## config.mk

```make
export PLATFORM = sky130hd
export DESIGN_NAME = serial_frame_deser
export DESIGN_NICKNAME = d
export VERILOG_FILES = /design/src/rtl/serial_frame_deser.sv
export SDC_FILE = /design/constraint.sdc
export NUM_CORES = 1
export LEC_CHECK = 0
export ABC_CLOCK_PERIOD_IN_PS = 3000
export CORE_MARGIN = 2
export CORE_UTILIZATION = 45
export DETAILED_ROUTE_END_ITERATION = 10
export GPL_TIMING_DRIVEN = 0
export PLACE_DENSITY = 0.68
export SETUP_SLACK_MARGIN = 0.1
export SLEW_MARGIN = 10
export SYNTH_ARGS = -nofsm -noshare
export SYNTH_HDL_FRONTEND = slang
export SYNTH_SLANG_ARGS = --single-unit
```

## constraint.sdc

```tcl
create_clock -name clk -period 3 [get_ports clk]
set_input_delay 0.6 -clock clk [delete_from_list [all_inputs] [get_ports clk]]
set_output_delay 0.6 -clock clk [all_outputs]
set_load 0.05 [all_outputs]
```

## src/rtl/serial_frame_deser.sv

```systemverilog
// serial_frame_deser: sof-aligned serial-to-parallel deserialiser with a valid/ready holding register.
// Define SERIAL_FRAME_DESER_ROT_EN to enable the SYM_W-step rotate of the held frame.
module serial_frame_deser #(
  parameter int NDATA     = 128,
  parameter int SYM_W     = 4,
  parameter bit MSB_FIRST = 1
) (
  input  logic                     clk,
  input  logic                     rst,
  input  logic                     din,
  input  logic                     din_vld,
  input  logic                     sof,
  output logic [NDATA-1:0]         dout,
  output logic                     dout_vld,
  input  logic                     dout_rdy,
  input  logic                     rot_req,
  output logic [$clog2(NDATA)-1:0] bit_cnt,
  output logic                     ovf,
  input  logic                     ovf_clr
);
  localparam int CW = $clog2(NDATA);
  localparam logic [CW-1:0] LAST = CW'(NDATA - 1);
  typedef enum logic {HUNT, FILL} state_t;
  state_t state_q, state_d;
  logic [NDATA-1:0] sh_q, sh_d, dout_q, dout_d, word, first;
  logic [CW-1:0] cnt_q, cnt_d;
  logic vld_q, vld_d, ovf_q, ovf_d, acc, done, load, drop, consume;
  always_comb begin
    word    = MSB_FIRST ? {sh_q[NDATA-2:0], din} : {din, sh_q[NDATA-1:1]};
    first   = MSB_FIRST ? NDATA'(din) : {din, {(NDATA-1){1'b0}}};
    acc     = din_vld && (sof || state_q == FILL);
    // sof always restarts the frame, even on what would have been the last bit
    done    = din_vld && !sof && state_q == FILL && cnt_q == LAST;
    load    = done && (!vld_q || dout_rdy);
    drop    = done && vld_q && !dout_rdy;
    consume = vld_q && dout_rdy && !load;
    state_d = acc ? FILL : state_q;
    sh_d    = !acc ? sh_q : sof ? first : word;
    cnt_d   = !acc ? cnt_q : sof ? CW'(1) : done ? '0 : cnt_q + 1'b1;
    vld_d   = load || (vld_q && !consume);
    ovf_d   = drop || (ovf_q && !ovf_clr);
`ifdef SERIAL_FRAME_DESER_ROT_EN
    dout_d  = load ? word :
              (rot_req && vld_q && !consume) ? {dout_q[NDATA-SYM_W-1:0], dout_q[NDATA-1:NDATA-SYM_W]} :
              dout_q;
`else
    dout_d  = load ? word : dout_q;
`endif
  end
`ifndef SERIAL_FRAME_DESER_ROT_EN
  logic rot_unused;
  assign rot_unused = rot_req;
`endif
  always_ff @(posedge clk or negedge rst) begin
    if (!rst) begin
      state_q <= HUNT;
      sh_q    <= '0;
      cnt_q   <= '0;
      dout_q  <= '0;
      vld_q   <= 1'b0;
      ovf_q   <= 1'b0;
    end else begin
      state_q <= state_d;
      sh_q    <= sh_d;
      cnt_q   <= cnt_d;
      dout_q  <= dout_d;
      vld_q   <= vld_d;
      ovf_q   <= ovf_d;
    end
  end
  assign dout     = dout_q;
  assign dout_vld = vld_q;
  assign bit_cnt  = cnt_q;
  assign ovf      = ovf_q;
endmodule

```

==> results.txt, run 1 <==
CP top delay family: buffers and inverters
Port Buffers: 142
Post-CTS Setup Bufs: 0
RSZ-0062 raised after global routing: false
r2r setup slk: 0.79 ns
CP max stage cell: clkdlybuf4s50_1
Post-Layout Inst Area: 12520 sq um
Total Routing Usage GR: 16.92%
met3 usage: 5.150%
H-tree level count: 1
fillers: 1639
Pwr Total: 7.136 mW
met1 usage: 23.31%
GR Overflow Total: 0
post-synth net total: 617
routed length per instance: 17.99 microns
Final ANT Viol Nets: 0
Final Skew: 0.01209 ns
Top FF cell, synth: dfrtp_1
WP buf/inv: 1
first-pass GRT wire length: 31160 microns
maximum fanout along the worst path: 7
post-synth top area cell: dfrtp_1
Via density: 5.355
Distinct cells, synth: 32
max_cap viols: 0
Rel. slew slack: 48.12%
CTS root buffer: clkbuf_16
initial antenna violation count: 0
slew at the pin closest to its max-slew limit: 0.7782 ns
Final period util: 81.79%
starting density of the core: 46.19%
r2r endpoint: dout[43]
Nets: 790
CP required: 2.40 ns
clock sink count: 265
Combinational Power Share: 3.2%
Finished Core Util: 58.99%
EDFF count, synth: 0
routability cong.: 0.7630
CP Data Arrival Time: 1.85 ns
Leak: 5.987 nW
worst min path class: in2async
clk slew on worst S/H paths: 0.06 ns
top post-synthesis cells by count: dfrtp_1 (265), a22o_1 (128), mux2_2 (128), clkbuf_1 (19), buf_2 (11)
worst skew pair latency: 0.52 ns
asr flop ratio synth: 100.0%
Startpoint Class: register
dpl hpwl: 12940 microns
sequential-to-total area share from yosys stat: 67.65%
Seq pwr share: 50.4%
Total Routed Length: 19360 microns
synth top area cells: dfrtp_1 (68%), mux2_2 (15%), a22o_1 (11%), clkbuf_8 (1.4%), clkbuf_1 (0.73%)
crit-path cells: clkdlybuf4s50_1
gr busiest metal: met2
vias in the first global route: 6029
die height: 151.6 microns
FF-to-FF path depth: 6
Switching Share: 20.96%
core area: 21220 sq um
DR vias: 5762
Cell Rows: 53
Int Pwr: 5.640 mW
Longest Clk Path Bufs: 3
largest net degree at the start of global routing: 113
Place WS: 0.1732 ns
TritonCTS buffer count: 27
Fmax: 407.6 MHz
Mean Syn Cell Area: 16.12 sq um
GR Util met2: 26.61%
number of synthesized register bits: 265
DP Area: 11630 sq um
run status: finished clean
Die W: 151.6 microns
Yosys top cell area share: 67.65%
CP max stage delay: 0.88 ns
first-iteration detailed-routing DRC count: 269
crit end category: primary output
clock group share of total power: 46.4%
origin of the critical flop-to-flop path: bit_cnt[0]
Synth Warn #: 0
die area: 22980 sq um
setup slack after layout: 0.5464 ns
final setup fails: 0
CTS tree: built
crit path kind: reg2out
Psw: 1.496 mW
hold_ws: 0.04916 ns
first-pass iteration count of the detailed router: 4
Ports: 145
Final Hold Viols: 0
Post-Syn Area: 9802 sq um
Syn-to-layout area delta: 27.70%
antenna cells: 0
Post-CTS Resized: 0
Worst VDD drop: 365.7 uV
share of cells above drive strength 1: 25.34%
cts hold-fix bufs: 0
# DRC: 0
most frequent cell after synthesis: dfrtp_1
Post-Synthesis Cells: 608
Max Slew Vio Count: 0
CP Depth: 1
Pwr Density: 570.1 nW/um^2
final worst path period need: 2.454 ns
worst max-delay path by stage:
stage	start	to
4_1_cts	bit_cnt[3]	bit_cnt[3]
2_1_floorplan	bit_cnt[0]	dout[0]
5_1_grt	bit_cnt[3]	bit_cnt[3]
3_3_place_gp	rst	dout[32]
3_5_place_dp	sof	sh_q[119]
6_report	bit_cnt[3]	bit_cnt[3]
registers in the layout (all words and copies together), names as in the netlist:
| signal | cells |
|---|---|
| dout | 128 |
| dout_vld | 1 |
| state_q | 1 |
| sh_q | 127 |
| ovf | 1 |
| bit_cnt | 7 |
placed cells by master, fill, tap and decap left out:
master and n:
buf_8 1, o21ai_0 3, a21o_2 1, clkbuf_16 27, a21o_1 1, nor4b_4 1, buf_2 11, a22o_1 128
nand2b_1 1, mux2_2 128, a21oi_1 1, clkbuf_1 27, inv_1 4, nand3b_4 1, nand2_1 8, nand4bb_1 1
nor3b_1 1, o21a_1 3, clkdlybuf4s50_1 141, ha_1 1, buf_6 4, clkbuf_8 17, o32ai_1 2, dfrtp_1 265
or3_1 2, buf_16 2, o21ai_1 1, o2111ai_1 1, nor3_1 1, nand3_1 3, or2_2 1, a41o_1 1
nand4_1 1, a31o_2 1, clkinv_2 4, o22a_1 1, and3b_2 1, bufinv_16 2, clkinvlp_4 1
per-stage QoR:
| stage | TNS (ns) | std cells |
|---|---|---|
| 3_3_place_gp | -2390.87 | 1025 |
| 3_5_place_dp | 0 | 1027 |
| 4_1_cts | 0 | 1076 |
| 5_1_grt | 0 | 1076 |
| 2_1_floorplan | 0 | 608 |
| 6_report | 0 | 1076 |
power groups by stage:
stage | Sequential, mW | Clock (mW) | Combinational, mW
6_report | 3.60 | 3.31 | 0.225
5_1_grt | 3.60 | 3.54 | 0.256
4_1_cts | 3.60 | 3.39 | 0.233
3_5_place_dp | 3.66 | 0 | 0.233
3_3_place_gp | 3.67 | 0 | 0.214
2_1_floorplan | 3.69 | 0 | 0.0787
area by class of cell:
type / instances / area, sq um / area share (%)
Inverter: 4 / 15.01 / 0.1200
Clock inverter: 7 / 87.58 / 0.6997
Sequential cell: 265 / 6631 / 52.98
Tap cell: 275 / 344.1 / 2.749
Multi-Input combinational cell: 295 / 2846 / 22.74
Timing Repair Buffer: 144 / 1481 / 11.84
Buffer: 44 / 309.0 / 2.469
Clock buffer: 42 / 802.0 / 6.407
cells by family (layout without fill, tap and decap cells):
group	count (synthesis)	count (layout)	share of synthesized area, %
mux	128	128	14.71
compound gates	144	144	12.64
fa+ha+maj	1	1	0.1276
simple gates	22	22	1.570
buf+inv	48	241	3.306
flops	265	265	67.65
per-layer routing:
metal  routed length [microns]  vias to the layer above  share of wire [%]
met4                       306                        0                1.6
met3                      1464                       24                7.6
met1                      8776                     2980                 45
met2                      8812                      150                 46
li1                          -                     2608                  -
met5                         0                        -                  0
Power figures use the tool's default switching activity.
==> run 2: changes to the inputs <==
--- a/config.mk
+++ b/config.mk
@@ -5,7 +5,7 @@
 export SDC_FILE = /design/constraint.sdc
 export NUM_CORES = 1
 export LEC_CHECK = 0
-export ABC_CLOCK_PERIOD_IN_PS = 3000
+export ABC_CLOCK_PERIOD_IN_PS = 2400
 export CORE_MARGIN = 2
 export CORE_UTILIZATION = 45
 export DETAILED_ROUTE_END_ITERATION = 10
==> constraint.sdc (replaced) <==
create_clock -name clk -period 2.4 [get_ports clk]
set_input_delay 0.48 -clock clk [delete_from_list [all_inputs] [get_ports clk]]
set_output_delay 0.48 -clock clk [all_outputs]
set_load 0.05 [all_outputs]
==> run 2 against run 1 <==
Effect of this change:
- sequential share of layout area fell by 0.13 points
- final cell count rose by 0.28%
- clock power rose by 25%
- hold slack improved by 0.28 ns
- power rose by 25%
- wire length rose by 0.31%
- critical path depth did not move
- setup slack got worse by 0.35 ns
- critical path type unchanged
- largest cell class unchanged
- largest power group unchanged
==> results.txt, run 2 (synthesis gave the netlist of run 1 again) <==
CP top delay family: buffers and inverters
routed length per instance: 18.00 microns (about the same)
clk slew on worst S/H paths: 0.06 ns (about the same)
CP required: 1.92 ns (-0.48 ns)
r2r setup slk: 0.21 ns (-0.58 ns)
Nets: 793 (+0.38%)
Syn-to-layout area delta: 28.02%
Port Buffers: 142 (unchanged)
Ports: 145 (unchanged)
antenna cells: 0 (unchanged)
worst min path class: in2reg
Rel. slew slack: 61.41% (+13 points)
Total Routing Usage GR: 16.93% (about the same)
H-tree level count: 1 (unchanged)
dpl hpwl: 12940 microns (unchanged)
core area: 21220 sq um (unchanged)
share of cells above drive strength 1: 25.62% (+0.28 points)
Max Slew Vio Count: 0 (unchanged)
starting density of the core: 46.19% (unchanged)
RSZ-0062 raised after global routing: false
commonest cells after routing, fill and taps aside: dfrtp_1 (265), clkdlybuf4s50_1 (133), mux2_2 (128), a22o_1 (128), clkbuf_16 (27)
WP buf/inv: 1 (unchanged)
max_cap viols: 0 (unchanged)
most common cell after layout, fill and taps aside: dfrtp_1
TritonCTS buffer count: 27 (unchanged)
largest net degree at the start of global routing: 113 (unchanged)
hold_ws: 0.3302 ns (+0.2810 ns)
worst skew pair latency: 0.51 ns (about the same)
DR vias: 5766 (+0.069%)
clock sink count: 265 (unchanged)
CP max stage delay: 0.82 ns (-0.06 ns)
Worst VDD drop: 456.3 uV (+25%)
CP Data Arrival Time: 1.73 ns (-0.12 ns)
Leak: 6.088 nW (+1.7%)
Startpoint Class: register
TNS Setup: 0 ns (unchanged)
CTS tree: built
CP max stage cell: clkdlybuf4s50_1
final setup fails: 0 (unchanged)
routability cong.: 0.7630 (unchanged)
die area: 22980 sq um (unchanged)
run status: finished clean
vias in the first global route: 6036 (+0.12%)
Multi-input gate area: 2846 sq um (unchanged)
# DRC: 0 (unchanged)
Finished Core Util: 59.13% (+0.15 points)
Fmax: 453.1 MHz
crit end category: primary output
Final Hold Viols: 0 (unchanged)
Cell Rows: 53 (unchanged)
Pwr Density: 710.3 nW/um^2 (+25%)
final worst path period need: 2.207 ns
fillers: 1639 (unchanged)
maximum fanout along the worst path: 2 (-5)
Longest Clk Path Bufs: 3 (unchanged)
Final period util: 91.95%
Total Routed Length: 19420 microns (+0.31%)
max reg flops: 128 (unchanged)
crit-path cells: clkdlybuf4s50_1
first-pass GRT wire length: 31180 microns (about the same)
first-iteration detailed-routing DRC count: 286 (+6.3%)
Final ANT Viol Nets: 0 (unchanged)
slew at the pin closest to its max-slew limit: 0.5771 ns (-0.2012 ns)
Die W: 151.6 microns (unchanged)
initial antenna violation count: 0 (unchanged)
die height: 151.6 microns (unchanged)
Final Skew: 0.01109 ns (-0.001000 ns)
first-pass iteration count of the detailed router: 4 (unchanged)
CTS root buffer: clkbuf_16
GR Overflow Total: 0 (unchanged)
register area: 6631 sq um (unchanged)
Pwr Total: 8.913 mW (+25%)
crit path kind: reg2out
Via density: 5.344 (-0.21%)
## run 2: cell types whose count changed in the layout (fill, tap and decap cells not counted)
cell	previous run	this run
clkbuf_2	0	1
clkdlybuf4s50_1	141	133
clkbuf_1	27	26
dlygate4sd2_1	0	4
dlymetal6s2s_1	0	4
dlygate4sd3_1	0	1
buf_4	0	2
## run 2: what timing repair did
action / 4_1_cts / 5_1_grt
setup buffers: 0 / 2
hold buffers: 1 / 0
setup endpoints to repair: 4 / 158
pin swaps: 0 / 0
resized for setup: 4 / 6
endpoints found under the hold margin: 73 / 0
## run 2: layout make-up
| class | instances | area share, % |
|---|---|---|
| plain buffers | 44 | 2.473 |
| inverters | 4 | 0.1197 |
| flip-flops and latches | 265 | 52.85 |
| multi-input cells | 295 | 22.68 |
| clock buffers | 42 | 6.391 |
| repair buffers | 147 | 12.05 |
| well taps | 275 | 2.742 |
| clock inverters | 7 | 0.6980 |
## run 2: layer usage
metal / part of all wire, % / GRT usage, % / vias to the layer above
li1: - / - / 2613
met1: 46 / 23.31 / 2970
met2: 45 / 26.63 / 159
met3: 7.7 / 5.150 / 24
met4: 1.6 / 4.028 / 0
met5: 0 / 0 / -
## run 2: metrics by stage
step                instances  setup WS [ns]  area [sq um]
floorplan                 608         0.1274          9802
global placement         1025         -9.521         11570
detailed placement       1027        -0.3068         11630
CTS                      1077         0.1073         12520
global route             1079         0.1024         12550
finish                   1079         0.1931         12550
## run 2: power breakdown
group	total, mW	internal [mW]	switching (mW)
logic	0.281	0.0644	0.216
registers	4.50	4.48	0.0162
clock network	4.13	2.50	1.63
total	8.91	7.05	1.87
## run 2: path summary, 6_finish.rpt
check                      startpoint  endpoint  depth (start not counted)
max                          dout_vld  dout_vld                          1
min                           din_vld   state_q                          2
max reg2reg                bit_cnt[0]  dout[43]                          6
min reg2reg                  dout[38]  dout[38]                          1
max in group asynchronous         rst  sh_q[20]                          3
min in group asynchronous         rst  dout[88]                          2
==> run 3: changes to the inputs <==
--- a/config.mk
+++ b/config.mk
@@ -7,10 +7,10 @@
 export LEC_CHECK = 0
 export ABC_CLOCK_PERIOD_IN_PS = 2400
 export CORE_MARGIN = 2
-export CORE_UTILIZATION = 45
+export CORE_UTILIZATION = 54
 export DETAILED_ROUTE_END_ITERATION = 10
 export GPL_TIMING_DRIVEN = 0
-export PLACE_DENSITY = 0.68
+export PLACE_DENSITY = 0.8
 export SETUP_SLACK_MARGIN = 0.1
 export SLEW_MARGIN = 10
 export SYNTH_ARGS = -nofsm -noshare
==> run 3 against run 2 <==
Effect of this change:
- hold slack gained 0.0055 ns
- combinational power is essentially flat
- largest power group is now the clock network
- sequential cell count is the same
- register-to-register slack gained 0.02 ns
- critical path type unchanged
- maximum frequency shrank 0.70%
- clock-buffer cell count shrank 7
==> results.txt, run 3 (synthesis gave the netlist of run 1 again) <==
run status: finished clean
vias in the first global route: 6143 (+1.8%)
Nets: 791 (-0.25%)
Final ANT Viol Nets: 0 (unchanged)
largest net degree at the start of global routing: 98 (-13%)
CP max stage cell: clkdlybuf4s50_1
GR Overflow Total: 0 (unchanged)
maximum fanout along the worst path: 4 (+2)
Cell Rows: 49 (-7.5%)
Leak: 6.116 nW (+0.46%)
gr busiest metal: met2
Longest Clk Path Bufs: 3 (unchanged)
Final Skew: 0.01144 ns (+0.0003446 ns)
slew at the pin closest to its max-slew limit: 0.6299 ns (+0.05286 ns)
antenna cells: 0 (unchanged)
Port Buffers: 142 (unchanged)
worst skew pair latency: 0.52 ns (about the same)
CTS tree: built
dpl hpwl: 12600 microns (-2.6%)
GR Util met2: 32.10% (+5.5 points)
clk slew on worst S/H paths: 0.06 ns (about the same)
met1 usage: 29.82% (+6.5 points)
final worst path period need: 2.222 ns (+0.01554 ns)
max reg flops: 128 (unchanged)
Startpoint Class: register
share of cells above drive strength 1: 26.22% (+0.60 points)
Pwr Density: 740.4 nW/um^2 (+4.2%)
DR vias: 5844 (+1.4%)
max_cap viols: 0 (unchanged)
core area: 17900 sq um (-16%)
Max Slew Vio Count: 0 (unchanged)
starting density of the core: 54.75% (+8.6 points)
crit end category: primary output
CP required: 1.92 ns (about the same)
clock sink count: 265 (unchanged)
first-pass GRT wire length: 32890 microns (+5.5%)
first-pass iteration count of the detailed router: 4 (unchanged)
# DRC: 0 (unchanged)
RSZ-0062 raised after global routing: true
die area: 19250 sq um (-16%)
CP top delay family: buffers and inverters
routability cong.: 0.7684 (+0.71%)
worst min path class: in2reg
Total Routed Length: 19580 microns (+0.80%)
Rel. slew slack: 58.00% (-3.4 points)
setup slack after layout: 0.1776 ns (-0.01554 ns)
Syn-to-layout area delta: 28.27%
CP Data Arrival Time: 1.74 ns (about the same)
die height: 138.7 microns (-8.5%)
WP buf/inv: 1 (unchanged)
hold_ws: 0.3357 ns (+0.005527 ns)
H-tree level count: 1 (unchanged)
met3 usage: 5.007% (-0.14 points)
Final Hold Viols: 0 (unchanged)
routed length per instance: 19.01 microns (+5.6%)
Via density: 5.674 (+6.2%)
crit path kind: reg2out
Fmax: 450.0 MHz (-0.70%)
TritonCTS buffer count: 26 (-3.7%)
initial antenna violation count: 0 (unchanged)
Ports: 145 (unchanged)
Post-CTS Setup Bufs: 0 (unchanged)
commonest cells after routing, fill and taps aside: dfrtp_1 (264), clkdlybuf4s50_1 (135), mux2_2 (128), a22o_1 (128), clkbuf_16 (27)
Total Routing Usage GR: 20.57% (+3.6 points)
Worst VDD drop: 610.4 uV (+34%)
Die W: 138.7 microns (-8.5%)
most common cell after layout, fill and taps aside: dfrtp_1
CTS root buffer: clkbuf_16
crit-path cells: clkdlybuf4s50_1
final setup fails: 0 (unchanged)
CP max stage delay: 0.84 ns (+0.02 ns)
Final period util: 92.60% (+0.65 points)
Place WS: -0.2699 ns (+0.03683 ns)
first-iteration detailed-routing DRC count: 286 (unchanged)
## run 3: through the flow
stage               power [mW]  util [%]   TNS, ns  cells  area (sq um)
finish                   9.310     70.23         0   1030         12570
CTS                      9.402     70.11         0   1029         12550
detailed placement       4.869     64.63    -36.82    981         11570
global placement         4.849     64.29  -2507.74    979         11510
global route             9.618     70.23         0   1030         12570
floorplan                4.706         -         0    608          9802
## run 3: what timing repair did
action	4_1_cts	5_1_grt
gates cloned	0	1
endpoints found under the hold margin	80	0
resized for setup	3	9
setup endpoints to repair	3	46
hold buffers	1	0
pin swaps	0	1
## run 3: layout make-up
cell class / instances / area [sq um]
well taps: 229 / 286.5
repair buffers: 146 / 1506
flip-flops and latches: 265 / 6633
clock buffers: 35 / 765.7
fillers: 1149 / 5329
clock inverters: 12 / 210.2
inverters: 4 / 15.01
multi-input cells: 295 / 2846
plain buffers: 44 / 310.3
## run 3: metal layers
layer	wire, microns	share of wire [%]
met4	294	1.5
met5	0	0
met3	1211	6.2
met2	9173	47
met1	8897	45
## run 3: path summary, 6_finish.rpt
path                         endpoint  slack [ns]  depth (start not counted)       start
max                        bit_cnt[1]        0.18                          1  bit_cnt[1]
min                           state_q        0.34                          2     din_vld
max reg2reg                  dout[69]        0.23                          6  bit_cnt[0]
min reg2reg                  dout[37]        0.50                          1    dout[37]
max in group asynchronous    sh_q[46]        0.98                          3         rst
min in group asynchronous    dout[87]        0.54                          2         rst
## run 3: power breakdown
part / total, mW / switching (mW) / internal, mW / leakage [nW]
logic: 0.282 / 0.217 / 0.0650 / 1.94
clock network: 4.53 / 1.66 / 2.87 / 0.486
registers: 4.50 / 0.0177 / 4.48 / 3.69
